## config.mk

```make
export PLATFORM = sky130hd
export DESIGN_NAME = seq_rca_addsub
export DESIGN_NICKNAME = d
export VERILOG_FILES = /design/src/rtl/seq_rca_addsub_pkg.sv /design/src/rtl/full_adder.sv /design/src/rtl/rca_chunk.sv /design/src/rtl/seq_rca_addsub.sv
export SDC_FILE = /design/constraint.sdc
export NUM_CORES = 1
export LEC_CHECK = 0
export ABC_AREA = 0
export BUFFER_PORTS_ARGS = -buffer_cell sky130_fd_sc_hd__buf_2
export CAP_MARGIN = 20
export CORE_MARGIN = 2
export CORE_UTILIZATION = 59
export DETAILED_ROUTE_END_ITERATION = 8
export PLACE_DENSITY = 0.83
export SETUP_SLACK_MARGIN = 0.2
export SLEW_MARGIN = 10
export SYNTH_ARGS = -nofsm -noshare
export SYNTH_HDL_FRONTEND = slang
export SYNTH_HIERARCHICAL = 1
export SYNTH_SLANG_ARGS = --single-unit
```

## constraint.sdc

```tcl
create_clock -name clk_i -period 5.4 [get_ports clk_i]
set_input_delay 1.08 -clock clk_i [delete_from_list [all_inputs] [get_ports clk_i]]
set_output_delay 1.08 -clock clk_i [all_outputs]
set_load 0.05 [all_outputs]
```

## src/rtl/seq_rca_addsub_pkg.sv

```systemverilog
// Shared definitions for the sequential ripple-carry adder/subtractor:
// FSM state encoding and slice-count helpers.
package seq_rca_addsub_pkg;

    typedef enum logic [1:0] {
        StIdle = 2'd0,
        StRun  = 2'd1,
        StDone = 2'd2
    } state_e;

    function automatic int unsigned calc_nchunk(input int unsigned width,
                                                input int unsigned chunk);
        return width / chunk;
    endfunction

    // A single-slice build still needs a 1-bit index register.
    function automatic int unsigned calc_idx_w(input int unsigned nchunk);
        return (nchunk > 1) ? $clog2(nchunk) : 1;
    endfunction

endpackage

```

## src/rtl/full_adder.sv

```systemverilog
// 1-bit full adder cell.
module full_adder (
    input  logic a_i,
    input  logic b_i,
    input  logic ci_i,
    output logic s_o,
    output logic co_o
);

    assign s_o  = a_i ^ b_i ^ ci_i;
    assign co_o = (a_i & b_i) | (ci_i & (a_i ^ b_i));

endmodule

```

## src/rtl/rca_chunk.sv

```systemverilog
// Combinational CHUNK-bit ripple-carry adder built from full_adder cells.
// Also exposes the carry into the chunk MSB for signed-overflow detection.
module rca_chunk #(
    parameter int unsigned CHUNK = 4
) (
    input  logic [CHUNK-1:0] a_i,
    input  logic [CHUNK-1:0] b_i,
    input  logic             cin_i,
    output logic [CHUNK-1:0] s_o,
    output logic             cout_o,
    output logic             c_msb_in_o
);

    logic [CHUNK:0] c;

    assign c[0] = cin_i;

    for (genvar i = 0; i < CHUNK; i++) begin : g_bit
        full_adder u_fa (
            .a_i  (a_i[i]),
            .b_i  (b_i[i]),
            .ci_i (c[i]),
            .s_o  (s_o[i]),
            .co_o (c[i+1])
        );
    end

    assign cout_o     = c[CHUNK];
    assign c_msb_in_o = c[CHUNK-1];

endmodule

```

## src/rtl/seq_rca_addsub.sv

```systemverilog
// Multi-cycle adder/subtractor: one CHUNK-bit slice per clock, LSB first,
// with valid/ready handshakes on both sides and a signed-overflow flag.
module seq_rca_addsub
    import seq_rca_addsub_pkg::*;
#(
    parameter int unsigned WIDTH = 16,
    parameter int unsigned CHUNK = 4
) (
    input  logic             clk_i,
    input  logic             rst_ni,
    input  logic             in_valid_i,
    output logic             in_ready_o,
    input  logic [WIDTH-1:0] a_i,
    input  logic [WIDTH-1:0] b_i,
    input  logic             sub_i,
    input  logic             c_in_i,
    output logic             out_valid_o,
    input  logic             out_ready_i,
    output logic [WIDTH-1:0] s_o,
    output logic             c_out_o,
    output logic             ovf_o
);

    localparam int unsigned NChunk = calc_nchunk(WIDTH, CHUNK);
    localparam int unsigned IdxW   = calc_idx_w(NChunk);
    localparam logic [IdxW-1:0] LastIdx = IdxW'(NChunk - 1);

    state_e            state_q;
    logic [IdxW-1:0]   idx_q;
    logic              carry_q;
    logic [WIDTH-1:0]  a_q;
    logic [WIDTH-1:0]  b_q;
    logic [WIDTH-1:0]  s_q;
    logic              c_out_q;
    logic              ovf_q;
    logic              in_ready_q;
    logic              out_valid_q;

    int unsigned       base;
    logic [CHUNK-1:0]  slice_sum;
    logic              slice_cout;
    logic              slice_c_msb;

    always_comb begin
        base = 32'(idx_q) * CHUNK;
    end

    rca_chunk #(
        .CHUNK (CHUNK)
    ) u_chunk (
        .a_i        (a_q[base +: CHUNK]),
        .b_i        (b_q[base +: CHUNK]),
        .cin_i      (carry_q),
        .s_o        (slice_sum),
        .cout_o     (slice_cout),
        .c_msb_in_o (slice_c_msb)
    );

    always_ff @(posedge clk_i or negedge rst_ni) begin
        if (!rst_ni) begin
            state_q     <= StIdle;
            idx_q       <= '0;
            carry_q     <= 1'b0;
            a_q         <= '0;
            b_q         <= '0;
            s_q         <= '0;
            c_out_q     <= 1'b0;
            ovf_q       <= 1'b0;
            in_ready_q  <= 1'b1;
            out_valid_q <= 1'b0;
        end else begin
            unique case (state_q)
                StIdle: begin
                    if (in_valid_i) begin
                        // Subtraction is a + ~b + 1, so B is inverted and carry forced at capture.
                        a_q        <= a_i;
                        b_q        <= b_i ^ {WIDTH{sub_i}};
                        carry_q    <= sub_i | c_in_i;
                        idx_q      <= '0;
                        in_ready_q <= 1'b0;
                        state_q    <= StRun;
                    end
                end
                StRun: begin
                    s_q[base +: CHUNK] <= slice_sum;
                    carry_q            <= slice_cout;
                    idx_q              <= idx_q + 1'b1;
                    if (idx_q == LastIdx) begin
                        c_out_q     <= slice_cout;
                        ovf_q       <= slice_cout ^ slice_c_msb;
                        out_valid_q <= 1'b1;
                        state_q     <= StDone;
                    end
                end
                StDone: begin
                    if (out_ready_i) begin
                        out_valid_q <= 1'b0;
                        in_ready_q  <= 1'b1;
                        state_q     <= StIdle;
                    end
                end
                default: begin
                    state_q <= StIdle;
                end
            endcase
        end
    end

    assign in_ready_o  = in_ready_q;
    assign out_valid_o = out_valid_q;
    assign s_o         = s_q;
    assign c_out_o     = c_out_q;
    assign ovf_o       = ovf_q;

endmodule

```

==> reports/metrics.yaml <==
cts_htree_levels: 3
rrSetupSlack_ps: 1740
path_cells: "mux4_2, fa_1, fa_1, fa_1, fa_1, nand2_1, o21ai_0"
clockPowerShare_pct: 16.9
worst-path-max-fanout: 17
fin_setup_tns_ps: 0
core_sq_um: 4692
syn_avg_cell_area_sq_um: 11.11
required_ps: 5650
routedWlPerCell_um: 14.21
row_count: 25
ys.flop_type: "dfrtp_1"
rr_worst_depth: 7
maxCapViolCount: 0
dr.pass1.iters: 4
slowest_delay_ps: 870
p_sw_mw: 0.9910
vias: 1965
fin_nets: 359
grt_usage_pct: 22.30
fin_crit_ps: 3658
clk_pin_slew_ps: 60
synth_seq_area_share_pct: 50.02
final_util_pct: 70.03
drc: 0
pwr-share-comb_pct: 49.0
timing.fmax_ghz: 0.2733
port_buffers: 57
arrival_ps: 3910
synth_edf_count: 0
cts_buffer_depth: 2
synthTopCellsByCount: "nand2_1 (83), dfrtp_1 (56), o21ai_2 (17), xnor2_1 (17), o21ai_0 (15)"
grt_max_degree: 58
async_reset_ff_share_pct: 100.0
tightestPinTransition_ps: 941.9
drive_gt1_share_pct: 33.75
grt_overflow_total: 0
holdCritPathClass: "register to register"
min_to: "s_o[14]$_DFFE_PN0P_"
post-cts-setup-buffers: 0
antennaDiodeCount: 0
cts_hold_buf: 0
cts_tree: "built"
dp_slack_ps: 1759
dieArea_sq_um: 5410
synth_fp_nets: 304
slew_headroom_pct: 36.93
seq_power_share_pct: 34.1
dpl.hpwl_um: 3648
yosysTopAreaCellShare_pct: 49.10
grt_pass1_vias: 1889
p_int_mw: 1.265
cp-end-kind: "register"
ys_warn_count: 6
crit-reg2reg-launch: "idx_q[0]$_DFFE_PN0P_"
synthSimpleGateAreaFrac_pct: 17.19
synthTopCellsByArea: "dfrtp_1 (49%), nand2_1 (11%), mux4_2 (6.3%)"
final_cell_area_sq_um: 3286
antenna_found_initial: 0
setup_viol: 0
drv_slew: 0
synth.cell_area_sq_um: 2854
die_h_um: 73.55
yosys.area.top_type: "dfrtp_1"
placed_area_sq_um: 3097
synth_top_family_by_area: "simple AND/OR/NAND/NOR gates"
hold_viol: 0
hp-start: "s_o[14]$_DFFE_PN0P_"
die_w_um: 73.55
setup_ws_ps: 1742
clkSinkCount: 57
r2r_end: "s_o[7]$_DFFE_PN0P_"
drt_iter0_drc: 153
io_pins: 58
run_status: "completed"
worst_path_max_delay_cell: "dfrtp_1"
via_per_inst: 5.296
crit_path_start_kind: "register"
grt_pass1_wl_um: 8756
synth_adder_area_share_pct: 4.998
cts-buffers-inserted: 9
rsz0062_at_grt: "no"
synthMostInstantiatedCell: "nand2_1"
synth-xor-area-share_pct: 5.217
cts_resized: 0
ys_ff_latch: 57
finalCritPeriodShare_pct: 67.75
netlist_instances: 257
start_util_pct: 60.83
drtAntennaViolNets: 0
cpMostUsedCell: "fa_1"
path_class: "register to register"
p_sw_share_pct: 43.93
gp_congestion: 0.7424
synthMuxAreaShare_pct: 6.313
skew_ps: 3.954
peakVddDrop_v: 0.0003056
synth_compound_area_share_pct: 11.09
routed_wl_um: 5271
root_buffer: "clkbuf_8"
p_leak_nw: 1.629
fill_cells: 355
syn_to_final_growth_pct: 15.12
powerDensity_nw_per_um2: 686.5
clock_latency_ps: 340
hold_depth: 2
yosysUniqueCellTypes: 28
hold_slack_ps: 475.7
area by class of cell:
class                   instances  area (sq um)  area share, %
well taps                      54         67.56          2.056
flip-flops and latches         57          1428          43.45
clock inverters                 3         40.04          1.219
inverters                       6         22.52         0.6855
repair buffers                 59         300.3          9.139
clock buffers                  13         148.9          4.532
multi-input cells             179          1279          38.92
power groups by stage:
stage / Combinational, mW / Clock (mW) / Sequential [mW]
final: 1.11 / 0.381 / 0.769
after global routing: 1.21 / 0.409 / 0.800
after CTS: 1.11 / 0.390 / 0.770
after detailed placement: 1.10 / 0 / 0.775
after global placement: 1.07 / 0 / 0.769
after floorplan: 0.775 / 0 / 0.869
flip-flops by register name, indices dropped and copies added, names as in the netlist:
name / cells
ovf_o: 1
out_valid_o: 1
in_ready_o: 1
carry_q: 1
c_out_o: 1
idx_q: 2
b_q: 16
s_o: 16
state_q: 2
a_q: 16
metrics by stage:
step | instances | power, mW
after floorplan | 257 | 1.645
after global placement | 355 | 1.839
after detailed placement | 355 | 1.872
after CTS | 371 | 2.272
after global routing | 371 | 2.419
final | 371 | 2.256
logic make-up after synthesis:
kind of cell	Yosys count
mux	8
buf+inv	21
xor+xnor	17
flops	57
compound gates	44
fa+ha+maj	9
simple gates	101
worst max path at each step:
stage	from	endpoint	slack (ps)	cells past startpoint
2_1_floorplan	idx_q[0]$_DFFE_PN0P_	s_o[11]$_DFFE_PN0P_	2090	8
3_3_place_gp	idx_q[0]$_DFFE_PN0P_	s_o[15]$_DFFE_PN0P_	1850	7
3_5_place_dp	idx_q[0]$_DFFE_PN0P_	s_o[7]$_DFFE_PN0P_	1760	7
4_1_cts	idx_q[0]$_DFFE_PN0P_	s_o[7]$_DFFE_PN0P_	1710	7
5_1_grt	idx_q[0]$_DFFE_PN0P_	s_o[7]$_DFFE_PN0P_	1500	7
6_report	idx_q[0]$_DFFE_PN0P_	s_o[7]$_DFFE_PN0P_	1740	7
metal layers:
layer	share of wire [%]	global-route usage [%]	vias to the layer above
met2	50	35.52	56
met5	0	0	-
met4	1.6	8.485	0
li1	-	-	972
met3	5.2	7.407	10
met1	43	28.40	927
critical path: cells and delay by family (launching register included):
| family | cells | cell delay (ps) |
|---|---|---|
| simple gates | 1 | 70 |
| compound gates | 1 | 150 |
| mux | 1 | 620 |
| fa+ha+maj | 4 | 1860 |
| flops | 1 | 870 |
layout by cell type (no fill, tap or decap):
cell and instances:
nand2_1 83, buf_2 57, dfrtp_1 56, o21ai_2 17, xnor2_1 17, o21ai_0 15, clkbuf_8 10, mux4_2 8
a22o_1 8, inv_1 6, ha_1 5, fa_1 4, nor4b_2 3, nand3_1 3, a21oi_1 3, clkbuf_1 3
nand3b_4 2, nand2b_1 2, nand3b_1 2, nor2_1 2, clkinv_2 2, buf_4 2, or3b_2 1, nand3_2 1
nor3b_2 1, o211ai_1 1, and4bb_2 1, bufinv_16 1, dfstp_2 1
(Power assumes the default switching activity.)
